`config.mk`:
```
export PLATFORM = sky130hd
export DESIGN_NAME = vga_timing_gen
export DESIGN_NICKNAME = d
export VERILOG_FILES = /design/src/rtl/vga_timing_gen.sv
export SDC_FILE = /design/constraint.sdc
export NUM_CORES = 1
export LEC_CHECK = 0
export ABC_CLOCK_PERIOD_IN_PS = 1900
export CORE_UTILIZATION = 48
export CTS_BUF_LIST = sky130_fd_sc_hd__clkbuf_4 sky130_fd_sc_hd__clkbuf_8
export DETAILED_ROUTE_END_ITERATION = 8
export HOLD_SLACK_MARGIN = 0.08
export PLACE_DENSITY = 0.78
export SETUP_SLACK_MARGIN = 0.15
export SLEW_MARGIN = 25
export SYNTH_ARGS = -nofsm -noshare
export SYNTH_HDL_FRONTEND = slang
export SYNTH_SLANG_ARGS = --single-unit
```
`constraint.sdc`:
```
create_clock -name clk -period 1.9 [get_ports clk]
set_input_delay 0.57 -clock clk [delete_from_list [all_inputs] [get_ports clk]]
set_output_delay 0.57 -clock clk [all_outputs]
set_load 0.01 [all_outputs]
```
`src/rtl/vga_timing_gen.sv`:
```
// VGA raster timing generator: pixel/line counters with registered, mutually aligned sync and blank.
// Optional frame pulse and frame counter are enabled by defining VGA_TIMING_FRAME_CNT_EN.
module vga_timing_gen #(
    parameter int H_ACTIVE = 640,
    parameter int H_FP     = 16,
    parameter int H_SYNC   = 96,
    parameter int H_BP     = 48,
    parameter int V_ACTIVE = 480,
    parameter int V_FP     = 10,
    parameter int V_SYNC   = 2,
    parameter int V_BP     = 33,
    parameter int CNT_W    = 10
) (
    input  logic             clk,
    input  logic             reset_n,
    output logic [CNT_W-1:0] hcount,
    output logic [CNT_W-1:0] vcount,
    output logic             hsync,
    output logic             vsync,
`ifdef VGA_TIMING_FRAME_CNT_EN
    output logic             frame_start,
    output logic [15:0]      frame_count,
`endif
    output logic             blank
);

    localparam int H_TOTAL = H_ACTIVE + H_FP + H_SYNC + H_BP;
    localparam int V_TOTAL = V_ACTIVE + V_FP + V_SYNC + V_BP;

    localparam logic [CNT_W-1:0] H_LAST = CNT_W'(H_TOTAL - 1);
    localparam logic [CNT_W-1:0] V_LAST = CNT_W'(V_TOTAL - 1);

    // Decode thresholds carry one extra bit so a sync end equal to 2^CNT_W still compares correctly.
    localparam logic [CNT_W:0] HS_START = (CNT_W+1)'(H_ACTIVE + H_FP);
    localparam logic [CNT_W:0] HS_END   = (CNT_W+1)'(H_ACTIVE + H_FP + H_SYNC);
    localparam logic [CNT_W:0] H_VIS    = (CNT_W+1)'(H_ACTIVE);
    localparam logic [CNT_W:0] VS_START = (CNT_W+1)'(V_ACTIVE + V_FP);
    localparam logic [CNT_W:0] VS_END   = (CNT_W+1)'(V_ACTIVE + V_FP + V_SYNC);
    localparam logic [CNT_W:0] V_VIS    = (CNT_W+1)'(V_ACTIVE);

    logic [CNT_W-1:0] r_hcount;
    logic [CNT_W-1:0] r_vcount;
    logic             r_hsync;
    logic             r_vsync;
    logic             r_blank;

    logic [CNT_W-1:0] w_hnext;
    logic [CNT_W-1:0] w_vnext;
    logic [CNT_W:0]   w_hExt;
    logic [CNT_W:0]   w_vExt;
    logic             w_hwrap;
    logic             w_vwrap;
    logic             w_hsyncNext;
    logic             w_vsyncNext;
    logic             w_blankNext;

    // Decode from next-state counters so every output register updates on the same edge as the counters.
    always_comb begin
        w_hwrap = (r_hcount == H_LAST);
        w_vwrap = (r_vcount == V_LAST);
        w_hnext = r_hcount + CNT_W'(1);
        w_vnext = r_vcount;
        if (w_hwrap) begin
            w_hnext = '0;
            w_vnext = w_vwrap ? '0 : r_vcount + CNT_W'(1);
        end
        w_hExt      = {1'b0, w_hnext};
        w_vExt      = {1'b0, w_vnext};
        w_hsyncNext = !((w_hExt >= HS_START) && (w_hExt < HS_END));
        w_vsyncNext = !((w_vExt >= VS_START) && (w_vExt < VS_END));
        w_blankNext = (w_hExt >= H_VIS) || (w_vExt >= V_VIS);
    end

    always_ff @(posedge clk or negedge reset_n) begin
        if (!reset_n) begin
            r_hcount <= '0;
            r_vcount <= '0;
            r_hsync  <= 1'b1;
            r_vsync  <= 1'b1;
            r_blank  <= 1'b0;
        end else begin
            r_hcount <= w_hnext;
            r_vcount <= w_vnext;
            r_hsync  <= w_hsyncNext;
            r_vsync  <= w_vsyncNext;
            r_blank  <= w_blankNext;
        end
    end

    assign hcount = r_hcount;
    assign vcount = r_vcount;
    assign hsync  = r_hsync;
    assign vsync  = r_vsync;
    assign blank  = r_blank;

`ifdef VGA_TIMING_FRAME_CNT_EN
    logic        r_frameStart;
    logic [15:0] r_frameCount;

    // The pulse marks the cycle showing (0,0) after a real wrap; leaving reset never raises it.
    always_ff @(posedge clk or negedge reset_n) begin
        if (!reset_n) begin
            r_frameStart <= 1'b0;
            r_frameCount <= 16'd0;
        end else begin
            r_frameStart <= w_hwrap && w_vwrap;
            if (w_hwrap && w_vwrap) begin
                r_frameCount <= r_frameCount + 16'd1;
            end
        end
    end

    assign frame_start = r_frameStart;
    assign frame_count = r_frameCount;
`endif

endmodule

```
======== After elaboration in Yosys (flattened, before gate mapping) ========
Cells that the tools add are included.
Widths: inputs -> output; s select.
storage, ports and cells
  flip-flop bits (word level) ............. 23
  input port bits ......................... 2
  output and inout port bits .............. 23
  logic and storage cells ................. 23
cells by class
  add/sub/neg operators ................... 2
  order comparisons ....................... 6
  eq/ne operators ......................... 2
  multiplexer cells ....................... 3
  reduce and logical (&&, ||, !) cells .... 5
operators by type and width
  operator               number
  $mux 10                3
  $add 10x1->10 const B  2
  $eq 10x10->1 const B   2
  $ge 10x10->1 const B   2
  $ge 10x9->1 const B    2
  $lt 10x10->1 const B   1
  $lt 10x9->1 const B    1
  $logic_and 1x1->1      2
  $logic_not 1->1        2
  $logic_or 1x1->1       1

======== Logic depth before layout (Yosys ltp) ========
  depth after elaboration ................. 6
  depth in mapped cells ................... 7
  depth with buffers taken out ............ 7

======== Worst setup path after synthesis ========
Ideal clock, no wire load.
  path kind ............................... register -> register
  start ................................... register r_hcount[0], in the netlist hcount[0]
  end ..................................... register r_vsync, in the netlist vsync
  library setup time ...................... 0.097 ns
  arrival ................................. 2.011 ns
  data required time ...................... 1.803 ns
  path slack .............................. -0.208 ns
  cell stages (with the launch flop) ...... 7
  path buffers ............................ 0
  period minus slack after synthesis ...... 2.108 ns
  path through ............................ dfrtp_1 -> ha_1 -> nand4_1 -> or3_4 -> or3_1 -> a22oi_1 -> nand4_1
on the way
  cells in the longest elaborated chain, start to end .. 5
  elaborated cells on any way between the ends .. 6
  those cells by class .................... order compare: 2; eq/ne: 1; mux: 1; reduce/logical: 2
ends and longest elaborated chain
  item                                               RTL line  text
  start: declaration                                 41        logic [CNT_W-1:0] r_hcount;
  start signal: assignment                           82        r_hcount <= w_hnext;
  $eq 10x10->1 *                                     59        w_hwrap = (r_hcount == H_LAST);
  $mux 10 *                                          63        if (w_hwrap) begin
  $ge 10x9->1 / $lt 10x9->1 (equally long branches)  70        w_vsyncNext = !((w_vExt >= VS_START) && (w_vExt < VS_END));
  $logic_and 1x1->1 *                                70
  $logic_not 1->1 *                                  70
  net w_vsyncNext                                    54        logic w_vsyncNext;
  end signal: assignment                             85        r_vsync <= w_vsyncNext;
  end: declaration                                   44        logic r_vsync;
Mark *: on every way through the listed nets, which the timed path passes. The rest lies on a longest branch.

======== Worst setup path in the final report ========
  start ................................... register r_hcount[7], in the netlist hcount[7]
  end ..................................... register r_vsync, in the netlist vsync
Same word-level chain as after synthesis.

==> results <==
[layout make-up]
cell class / count / area [um^2] / area share
clock inverters: 1 / 5.005 / 0.002525
flip-flops and latches: 23 / 589.3 / 0.2973
clock buffers: 3 / 22.52 / 0.01136
well taps: 30 / 37.54 / 0.01894
inverters: 7 / 26.28 / 0.01326
repair buffers: 64 / 523.0 / 0.2639
multi-input cells: 99 / 778.2 / 0.3927
[worst reg2reg max path: stages (launching register included)]
cell and delay (ns):
dfrtp_2 0.43, or3b_4 0.43, or3_4 0.40, or3_4 0.36
a22oi_2 0.17, nand4_1 0.14
[power by group]
part / total, mW / switching (mW) / internal [mW]
clock: 0.243 / 0.164 / 0.0790
combinational: 0.0125 / 0.00936 / 0.00314
sequential: 0.490 / 0 / 0.490
[synthesized netlist by cell type (2+ instances only)]
cell | count | area, um^2
xor2_1 | 3 | 26.28
inv_1 | 7 | 26.28
clkbuf_1 | 4 | 15.01
o21ai_0 | 9 | 45.04
mux2_2 | 2 | 22.52
dfstp_2 | 2 | 52.55
nor3_1 | 3 | 15.01
nor2_1 | 11 | 41.29
ha_1 | 4 | 50.05
a2111oi_0 | 2 | 17.52
nor4_1 | 3 | 18.77
nand3_1 | 7 | 35.03
nand3b_1 | 2 | 15.01
nand2_1 | 17 | 63.81
nor2b_1 | 2 | 12.51
a22oi_1 | 2 | 15.01
xnor2_1 | 6 | 52.55
dfrtp_1 | 21 | 525.5
nand4_1 | 4 | 25.02
[worst max-delay path by stage]
stage	start	endpoint	slack, ns	cells past startpoint
after floorplan	hcount[7]	vsync	-0.05	5
after global placement	hcount[7]	vsync	-0.01	5
after detailed placement	hcount[7]	vsync	-0.04	5
after CTS	hcount[6]	vsync	-0.03	5
after global routing	hcount[7]	vsync	-0.12	5
final	hcount[7]	vsync	-0.10	5
[cells by family after synthesis]
kind of cell	Yosys count	share of synthesized area
adders and majority gates	4	0.03933
and+or+nand+nor	59	0.2468
buffers and inverters	12	0.03638
DFF	23	0.4543
xor gates and xnor gates	9	0.06195
muxes	3	0.02556
AOI/OAI and AO/OA	24	0.1357
[layout by cell type, fill, tap and decap left out, drive strengths merged, types with 2 or more instances in the layout]
master / instances
or3b: 2
dfstp: 2
nor3: 3
nand3: 7
a22oi: 2
ha: 4
xor2: 3
a2111oi: 2
buf: 40
or3: 2
mux2: 2
nor4: 4
dfrtp: 21
nand3b: 2
xnor2: 6
nor2b: 2
inv: 7
dlygate4sd2: 14
nand4: 4
clkbuf: 3
o21ai: 9
clkdlybuf4s15: 9
nor2: 11
nand2: 17
[routing by layer]
| layer | up-vias | part of all wire | routed length [um] |
|---|---|---|---|
| li1 | 603 | - | - |
| met1 | 662 | 0.44 | 1811 |
| met2 | 71 | 0.48 | 1993 |
| met3 | 9 | 0.061 | 251 |
| met4 | 0 | 0.018 | 76 |
| met5 | - | 0 | 0 |
[sequential cells by signal, summed over array words and instances (netlist names)]
register  flops
hcount       10
vsync         1
blank         1
vcount       10
hsync         1
[repair_timing]
action / CTS / global route
gates resized for setup: 52 / 11
hold endpoints to repair: 0 / 0
endpoints found under the setup margin: 32 / 16
buffers inserted: 19 / 2
pin swaps: 11 / 8
==> impl_results.md <==
- Reg2reg setup slack: -0.10 ns
- Static Leakage: 0.8692 nW
- Die area: between 2000 and 3000 um^2
- Starting DRC count in detailed routing: between 70 and 80
- Syn_nets: 140
- Clock tree buffer depth: 2
- Sink Count: 23
- Placed inst area: between 1500 and 2000 um^2
- Htree depth: 1
- Post-synth EDFFs: 0
- M2 GR Usage: 0.4729
- Wirelength per Cell: around 18 um
- Worst vdd ir: 0.0004334 V
- Total power: ~0.75 mW
- Critical path data required time: approximately 2.1 ns
- Drt drc: 0
- Root Buffer: clkbuf_4
- Setup Viol. Count Final: 5
- Layout area overhead: 55.75%
- Width of the die: about 53 um
- Reg clk slew, reported paths: between 0.1 and 0.15 ns
- Total track usage: 0.2911
- Grt peak-use layer: met2
- Final min period: ~2 ns
- CP arrival: between 2 and 2.5 ns
- Max cap viols: 0
- Worst-margin pin slew: approximately 0.5 ns
- FMAX: about 500 MHz
- Layout cells sized above 1: 0.3959
- Antenna diodes: 0
- Mapped Area: 1272 um^2
- Post-Route WL: just over 4 mm
- Antenna violations before repair: 0
- Final worst slack: -0.1020 ns
- Final Net Count: 204
- TritonCTS Buffers: 3
- Post-synth ARST share: 1.000
- Rows: 18
- CP bufs+invs: 0
- # placed instances: roughly 200
- Final Instance Area: 1982 um^2
- RSZ-0062 raised after global routing: yes
- Met3 Resource Use GR: 0.03448
- Die height: ~53 um
- Setup Total Neg Slack: -0.3165 ns
- Register area share after synthesis: 0.4543
- Pre-antenna DRT Iters: 4
- Slowest CP cell: dfrtp_2
- HP Class: primary input to asynchronous set/reset pin
- Met1 GRT Util: 0.3996
- Synth Flop Type: dfrtp_1
- Final GP Congestion: around 0.9
- Synth Warn #: 0
- Syn Inst Count: approximately 130
- Grt ovf: 0
- Failing checks: setup timing
- Distinct cell type count after synthesis: 42
- Clock skew: ~0.0028 ns
- Final worst-path cycle share: 1.054
- Most common cell type on the critical path: or3_4
- Worst setup EP type: register
- FF-to-FF Start: hcount[7]
- Hold Fails Final Rpt: 0
- Initial Util: 0.5090
- Worst reg2reg path endpoint: vsync
- Outcome: complete, but fails checks
- Crit-path leading delay family: simple AND/OR/NAND/NOR gates
- Min Hold Slack: between 0.5 and 0.6 ns
- Vias in the first global route: 1,210
- Avg Vias per Cell: ~5.9
- Number of filler cells placed in the layout: 149
- DP Wirelength: between 2 and 2.5 mm
- Reg2reg path depth: 5
- Remaining antenna violation count: 0
- Pwr per Cell Area: 376.0 nW/um^2
- Pre-CTS WS: -0.03533 ns
- First-pass GRT wire length: between 5 and 6 mm
- Critical path cell sequence: or3b_4 -> or3_4 -> or3_4 -> a22oi_2 -> nand4_1
- Util after Layout: 0.7928
- CTS tree: yes
- Clock latency on the worst-skew pair: around 0.32 ns
- Crit Path Class: register to register
- Largest net degree at the start of global routing: 24
- Max Slew Vio Count: 0
- Vias: around 1,300
- IO Pins: 25
- CP startpoint kind: register
- Core ar.: around 2500 um^2
- Worst-path maximum fanout: 3
- Non-filler cells, final: ~230
- Port buffer count: 24
- Synth Area per Inst: 9.496 um^2
- Hold-fix buffers, CTS: 0
- Slew HR: 0.6704
- Largest stage delay on the critical path: about 0.43 ns
- #FFs+latches synth: 23
No activity file was read; power rests on OpenSTA's default activity.
